`src/rtl/arbiter_rr_7_requests.sv`:
```
// Round-robin arbiter for seven requesters with per-bit request polarity,
// a registered one-hot grant, a hold limit and a one-cycle gap between grants.
module arbiter_rr_7_requests #(
  parameter logic [6:0] RequestInvertMask = '0,
  parameter logic [7:0] MaxHold           = 8'd15
) (
  input  logic       Clock,
  input  logic       Reset,
  input  logic       Request_1,
  input  logic       Request_2,
  input  logic       Request_3,
  input  logic       Request_4,
  input  logic       Request_5,
  input  logic       Request_6,
  input  logic       Request_7,
  input  logic       Release,
  output logic       Grant_1,
  output logic       Grant_2,
  output logic       Grant_3,
  output logic       Grant_4,
  output logic       Grant_5,
  output logic       Grant_6,
  output logic       Grant_7,
  output logic       Grant_Valid,
  output logic [2:0] Grant_Index,
  output logic       Any_Request,
  output logic       Timeout
);

  typedef enum logic [1:0] {IDLE, GRANT, GAP} state_t;

  state_t      state;
  logic [2:0]  last;
  logic [7:0]  hcnt;
  logic [6:0]  grant;
  logic [2:0]  grant_index;
  logic        grant_valid;
  logic        timeout;

  logic [6:0]  r;
  logic [2:0]  cand;
  logic [2:0]  win_idx;
  logic        win_found;

  assign r = {Request_7, Request_6, Request_5, Request_4,
              Request_3, Request_2, Request_1} ^ RequestInvertMask;

  assign Any_Request = |r;

  // Scan from farthest to nearest so the nearest requester after last wins;
  // the previous owner (k = 7) is therefore considered last.
  always_comb begin
    win_found = 1'b0;
    win_idx   = '0;
    cand      = '0;
    for (int unsigned k = 7; k > 0; k--) begin
      cand = 3'((32'(last) + k) % 7);
      if (r[cand]) begin
        win_found = 1'b1;
        win_idx   = cand;
      end
    end
  end

  always_ff @(posedge Clock) begin
    if (Reset) begin
      state       <= IDLE;
      last        <= 3'd6;
      hcnt        <= '0;
      grant       <= '0;
      grant_index <= '0;
      grant_valid <= 1'b0;
      timeout     <= 1'b0;
    end else begin
      timeout <= 1'b0;
      case (state)
        IDLE, GAP: begin
          if (win_found) begin
            state       <= GRANT;
            last        <= win_idx;
            hcnt        <= 8'd1;
            grant       <= 7'b1 << win_idx;
            grant_index <= win_idx + 3'd1;
            grant_valid <= 1'b1;
          end else begin
            state       <= IDLE;
            grant       <= '0;
            grant_index <= '0;
            grant_valid <= 1'b0;
          end
        end
        GRANT: begin
          // A voluntary release takes precedence over the hold limit.
          if (Release || !r[last]) begin
            state       <= GAP;
            grant       <= '0;
            grant_index <= '0;
            grant_valid <= 1'b0;
          end else if (MaxHold != 8'd0 && hcnt == MaxHold) begin
            state       <= GAP;
            grant       <= '0;
            grant_index <= '0;
            grant_valid <= 1'b0;
            timeout     <= 1'b1;
          end else if (hcnt != 8'hFF) begin
            hcnt <= hcnt + 8'd1;
          end
        end
        default: begin
          state       <= IDLE;
          grant       <= '0;
          grant_index <= '0;
          grant_valid <= 1'b0;
        end
      endcase
    end
  end

  assign Grant_1     = grant[0];
  assign Grant_2     = grant[1];
  assign Grant_3     = grant[2];
  assign Grant_4     = grant[3];
  assign Grant_5     = grant[4];
  assign Grant_6     = grant[5];
  assign Grant_7     = grant[6];
  assign Grant_Valid = grant_valid;
  assign Grant_Index = grant_index;
  assign Timeout     = timeout;

endmodule

```
`config.mk`:
```
export PLATFORM = sky130hd
export DESIGN_NAME = arbiter_rr_7_requests
export DESIGN_NICKNAME = d
export VERILOG_FILES = /design/src/rtl/arbiter_rr_7_requests.sv
export SDC_FILE = /design/constraint.sdc
export NUM_CORES = 1
export LEC_CHECK = 0
export BUFFER_PORTS_ARGS = -buffer_cell sky130_fd_sc_hd__buf_2
export CORE_MARGIN = 2
export CORE_UTILIZATION = 45
export CTS_CLUSTER_DIAMETER = 60
export DETAILED_ROUTE_END_ITERATION = 16
export GPL_ROUTABILITY_DRIVEN = 0
export SLEW_MARGIN = 15
export SYNTH_ARGS = -nofsm -noshare
export SYNTH_HDL_FRONTEND = slang
export SYNTH_SLANG_ARGS = --single-unit
```
`constraint.sdc`:
```
create_clock -name Clock -period 4.8 [get_ports Clock]
set_clock_uncertainty 0.1 [all_clocks]
set_input_delay 0.72 -clock Clock [delete_from_list [all_inputs] [get_ports Clock]]
set_output_delay 0.72 -clock Clock [all_outputs]
set_load 0.05 [all_outputs]
```
==> results of run 1 <==
==> logic make-up (layout without fill, tap and decap cells) <==
family | after synthesis | count (layout) | share of synthesized area (%)
AOI/OAI and AO/OA | 176 | 176 | 37.6
buffers and inverters | 51 | 73 | 6.75
adders and majority gates | 27 | 27 | 8.93
and+or+nand+nor | 152 | 152 | 22.6
muxes | 20 | 20 | 6.55
xor gates and xnor gates | 16 | 16 | 4.89
DFF | 24 | 24 | 12.7
==> worst max-delay path: cells and delay by family, from the launching register on <==
kind	cells	cell delay (ns)
compound gates	7	1.44
xor+xnor	1	0.18
fa+ha+maj	5	1.09
buf+inv	4	0.53
flops	1	0.42
simple gates	2	0.70
==> sequential cells by signal (all words and copies together), names as in the netlist <==
signal	cells
grant	7
hcnt	8
last	3
Grant_Index	3
Timeout	1
state	2
==> what timing repair did <==
item / 4_1_cts / 5_1_grt
gates resized for setup: 0 / 21
hold buffers: 0 / 0
setup endpoints to repair: 0 / 9
buffers inserted: 0 / 6
==> metal layers <==
layer  track usage [%]  routed length (um)  up-vias
li1                  -                   -     1826
met1              33.8                5160     1814
met2              39.1                5180      133
met3              3.13                 674       26
met4              8.69                 292        0
met5                 0                   0        -
==> metrics by stage <==
step,hold slack (ns),instances,util (%)
after global placement,0.339,583,48.9
after detailed placement,0.337,583,48.9
final,0.357,593,51.2
after global routing,0.406,593,51.2
after CTS,0.359,587,49.6
after floorplan,0.406,466,-
==> worst min path at each step <==
stage                                              to  slack [ns]  cells after the start
after floorplan                  hcnt[7]$_SDFFE_PP0P_        0.41                      2
after global placement    Grant_Index[1]$_SDFFE_PP0P_        0.34                      2
after detailed placement  Grant_Index[1]$_SDFFE_PP0P_        0.34                      2
after CTS                 Grant_Index[1]$_SDFFE_PP0P_        0.36                      2
after global routing      Grant_Index[1]$_SDFFE_PP0P_        0.41                      2
final                     Grant_Index[1]$_SDFFE_PP0P_        0.36                      2
==> layout make-up <==
cell class	count	area, um^2
Multi-Input combinational cell	391	3130
Inverter	25	103
Clock buffer	4	55.1
Timing Repair Buffer	44	279
Sequential cell	24	487
Fill cell	815	3990
Tap cell	105	131
==> cells in the final DEF (no fill, tap or decap), types with 4 or more instances in the layout <==
| master | netlist | layout |
|---|---|---|
| a21oi_1 | 24 | 24 |
| buf_4 | 1 | 21 |
| a211oi_2 | 5 | 5 |
| a31oi_1 | 6 | 6 |
| or3_1 | 4 | 4 |
| nand2_1 | 30 | 30 |
| mux2i_1 | 12 | 12 |
| a211oi_1 | 10 | 9 |
| clkbuf_8 | 0 | 4 |
| a311oi_1 | 5 | 5 |
| nor4_1 | 4 | 4 |
| o21ai_0 | 26 | 25 |
| a22o_1 | 9 | 9 |
| ha_2 | 0 | 5 |
| a21oi_2 | 5 | 4 |
| ha_1 | 27 | 22 |
| dfxtp_1 | 24 | 21 |
| nor2_1 | 36 | 36 |
| o211ai_1 | 16 | 16 |
| and2_1 | 7 | 7 |
| inv_1 | 19 | 18 |
| o211a_1 | 5 | 5 |
| or2_2 | 4 | 4 |
| nand3_1 | 11 | 11 |
| nor3_1 | 10 | 9 |
| buf_2 | 8 | 22 |
| a31o_2 | 4 | 4 |
| and3b_1 | 4 | 4 |
| nand2b_1 | 12 | 12 |
| a211o_1 | 6 | 6 |
| xnor2_1 | 13 | 13 |
| o21a_1 | 5 | 5 |
| o221ai_1 | 4 | 4 |
| inv_2 | 4 | 4 |
==> metrics.txt, run 1 <==
worst r2r src=last[0]$_SDFFE_PP0P_; element type at the critical path end=flop; Hold Path Class=flop to flop; placed cell area=4000 um^2; clock net sink count=24; drt wl/cell=between 15 and 20 um; Detailed Route Iter0 Violations=~290; synth unique cells=90; CP cell instances=ha_2, xor2_4, buf_4, inv_4, ha_1, ha_1, and3b_1, a21oi_1, a311o_1, o21a_1, o211ai_1, a32oi_2, buf_4, o2111a_1, or3_1, inv_1, ha_1, ha_1, o21ai_0; final wirelength=11.3 mm; vias=around 3.8k; number of clock buffers inserted by TritonCTS=3; share of cells above drive strength 1=approximately a quarter; R2R setup slack=~0.28 ns; number of synthesized flops with an enable pin=0; cell area after layout=~4200 um^2; grt ovf=0; Routed Antenna Nets=0; max-slew violations=0; Worst EP required=4.91 ns; # rows=33; outcome=completed; CTS tree=built; GRT Total Usage=24.5%; Slew @ Worst Pin=between 1 and 1.5 ns; die area=between 9000 and 10000 um^2; ANT cells=0; Core Footprint=around 8000 um^2; Synth warnings=0; Most common cell on crit path=ha_1; Fmax achieved=roughly 0.22 GHz; Slew HR=between 20% and 30%; Root Driver=clkbuf_8; largest net degree at the start of global routing=38; worst reg2reg path depth=19; HP Start=Grant_Index[1]$_SDFFE_PP0P_; Initial Util=46.3%; CTS clk-pin slew, worst paths=roughly 0.09 ns; Crit Path Category=flop to flop; Area Growth Syn to Fin=10.6%; number of global-route vias before repair=3482; Worst setup SP type=flop; Post-synth top cells=nor2_1, nand2_1, ha_1, o21ai_0; Synth Register Bits=24; Syn Inst Count=approximately 470; setup ws final=0.276 ns; worst setup path end=Grant_Index[2]$_SDFFE_PP0P_; initial antenna violation count=0; I/O pin cnt=23; share of the synthesized area in the top cell type=12.7%; Post-Syn Area=roughly 3800 um^2; top cells by area, synth=dfxtp_1, ha_1, nor2_1; worst-skew pair later-pin latency=roughly 0.27 ns; Fin. Hold Viols=0; post-synthesis sequential area ratio=about an eighth; Mean Syn Cell Area=8.12 um^2; Final Cycle Share=94.2%; drt first pass iters=5; Clock H-tree levels=1; CP startpoint=last[0]$_SDFFE_PP0P_; most used flip-flop cell after synthesis=dfxtp_1; drt via density=6.41; cell taking the most area after synthesis=dfxtp_1; ys async rst share=0%; die width=about 96 um; dpl ws=0.160 ns; Net Count, Synth=between 500 and 600; # setup viols final=0; fin crit period=4.52 ns; PortBufs=22; R2R Path End=Grant_Index[2]$_SDFFE_PP0P_; first-pass GRT wire length=17.8 mm; CP Max Fanout=8; Post-route DRC=0; DP HPWL=between 8 and 9 mm; CP max-delay cell=dfxtp_4; Die H=~96 um; Final nets=approximately 530; count leader, synth=nor2_1; CP max stage delay=roughly 0.42 ns; max_cap viols=0; endpoint arrival time on the critical path=between 4 and 5 ns; TNS Setup=0 ns; Max Buffers Root-to-Sink=2
Power of run 1 is not shown: default switching activity piles up to over one toggle a cycle in this logic, so the estimate is an artifact.
==> run 2: changes to the inputs <==
--- a/config.mk
+++ b/config.mk
@@ -6,11 +6,13 @@
 export NUM_CORES = 1
 export LEC_CHECK = 0
 export BUFFER_PORTS_ARGS = -buffer_cell sky130_fd_sc_hd__buf_2
+export CORE_ASPECT_RATIO = 0.9
 export CORE_MARGIN = 2
-export CORE_UTILIZATION = 45
+export CORE_UTILIZATION = 57
 export CTS_CLUSTER_DIAMETER = 60
 export DETAILED_ROUTE_END_ITERATION = 16
 export GPL_ROUTABILITY_DRIVEN = 0
+export PLACE_DENSITY = 0.78
 export SLEW_MARGIN = 15
 export SYNTH_ARGS = -nofsm -noshare
 export SYNTH_HDL_FRONTEND = slang
==> run 2 against run 1 <==
Final area fell by 0.81%; via count rose by 2.2%; register-to-register slack got worse by 0.15 ns.
==> metrics.txt, run 2 (synthesized netlist as in run 1, its figures left out) <==
outcome=completed; Worst setup SP type=flop; GRT Total Usage=28.3%; worst-skew pair later-pin latency=0.29 ns; cell area after layout=4150 um^2; ANT cells=0; element type at the critical path end=flop; Slew HR=between 20% and 30%; max reg flops=8; CP max-delay cell=dfxtp_1; final wirelength=around 11 mm; CP cell instances=clkinvlp_4, ha_1, a21oi_2, inv_2, ha_1, a211oi_4, a21oi_1, a311o_1, o21a_1, o211ai_1, a32oi_2, buf_4, a41o_1, buf_4, nand2b_1, nor2_1, a22o_1; Crit Path Category=flop to flop; Hold Path Class=flop to flop; Initial Util=approximately three fifths; crit-path leading delay family=compound AO/OA/AOI/OAI gates; number of clock buffers inserted by TritonCTS=3; CTS clk-pin slew, worst paths=about 0.11 ns; Fmax achieved=roughly 0.21 GHz; fin crit period=between 4 and 5 ns; Max Buffers Root-to-Sink=2; RSZ-0062 raised after global routing=yes; PortBufs=22; drt first pass iters=6; CTS Hold Bufs=0; # rows=28; drt via density=6.73; Area Growth Syn to Fin=9.72%; Final Cycle Share=between 90 and 100%; initial antenna violation count=0; most common cell after layout, fill and taps aside=nor2_1; # setup viols final=0; Slew @ Worst Pin=~1.1 ns; Detailed Route Iter0 Violations=approximately 460; Buf/Inv on CP=4; post-layout util=a little under two thirds; share of cells above drive strength 1=around a quarter; drt wl/cell=approximately 19 um; max_cap viols=0; Worst EP required=approximately 4.9 ns; placed cell area=slightly below 4000 um^2; die width=roughly 90 um; first-pass GRT wire length=around 17 mm; setup ws final=~0.13 ns; number of global-route vias before repair=~3.4k; largest registers=hcnt x8, grant x7; Most flops, register=hcnt; CP Max Fanout=9; endpoint arrival time on the critical path=4.82 ns; Core Footprint=6520 um^2; die area=7310 um^2; CP max stage delay=around 0.44 ns; vias=about 3.9k; Post-route DRC=0; Die H=81.3 um; Clock H-tree levels=1; TNS Setup=0 ns; DP HPWL=roughly 8 mm; clock net sink count=24; Routed Antenna Nets=0; grt ovf=0; largest net degree at the start of global routing=26; dpl ws=between 0.08 and 0.09 ns; I/O pin cnt=23; Fin. Hold Viols=0; Final nets=525; max-slew violations=0; CTS tree=built; commonest non-fill, non-tap cells in the layout=nor2_1, nand2_1, o21ai_0; Root Driver=clkbuf_8
[run 2: per-layer routing]
| layer | global-route usage [%] | wire length, um | part of all wire (%) | vias to the layer above |
|---|---|---|---|---|
| met2 | 46.6 | 4970 | 46 | 211 |
| li1 | - | - | - | 1824 |
| met4 | 11.5 | 326 | 3.0 | 0 |
| met1 | 38.2 | 4620 | 42 | 1810 |
| met5 | 0 | 0 | 0 | - |
| met3 | 3.25 | 979 | 9.0 | 38 |
[run 2: final timing paths]
path                                             startpoint                     endpoint  slack (ns)  cells after the start
worst max-delay path                   last[2]$_SDFFE_PP1P_        grant[4]$_SDFFE_PP0P_        0.13                     17
worst min-delay path            Grant_Index[2]$_SDFFE_PP0P_  Grant_Index[2]$_SDFFE_PP0P_        0.37                      2
worst max register to register         last[2]$_SDFFE_PP1P_        grant[4]$_SDFFE_PP0P_        0.13                     17
worst min register to register  Grant_Index[2]$_SDFFE_PP0P_  Grant_Index[2]$_SDFFE_PP0P_        0.37                      2
[run 2: layout make-up]
cell class | instances | area (um^2)
well taps | 90 | 113
clock inverters | 1 | 30.0
fillers | 577 | 2360
multi-input cells | 391 | 3120
inverters | 25 | 103
flip-flops and latches | 24 | 482
clock buffers | 3 | 41.3
repair buffers | 43 | 268
[run 2: worst register-to-register path: stages, from the launching register on]
cell	delay [ns]
dfxtp_1	0.44
clkinvlp_4	0.25
ha_1	0.32
a21oi_2	0.25
inv_2	0.09
ha_1	0.30
a211oi_4	0.33
a21oi_1	0.09
a311o_1	0.35
o21a_1	0.26
o211ai_1	0.29
a32oi_2	0.20
buf_4	0.18
a41o_1	0.31
buf_4	0.21
nand2b_1	0.22
nor2_1	0.27
a22o_1	0.18
[run 2: stage by stage]
step           hold slack, ns  cells
4_1_cts                 0.369    571
6_report                0.368    577
5_1_grt                 0.397    577
3_3_place_gp            0.335    567
2_1_floorplan           0.406    466
3_5_place_dp            0.344    567
[run 2: timing repair]
item                       in CTS  in global routing
setup endpoints to repair       0                  9
buffers inserted                0                  6
resized for setup               0                 13
Power of run 2 is left out for the same reason.
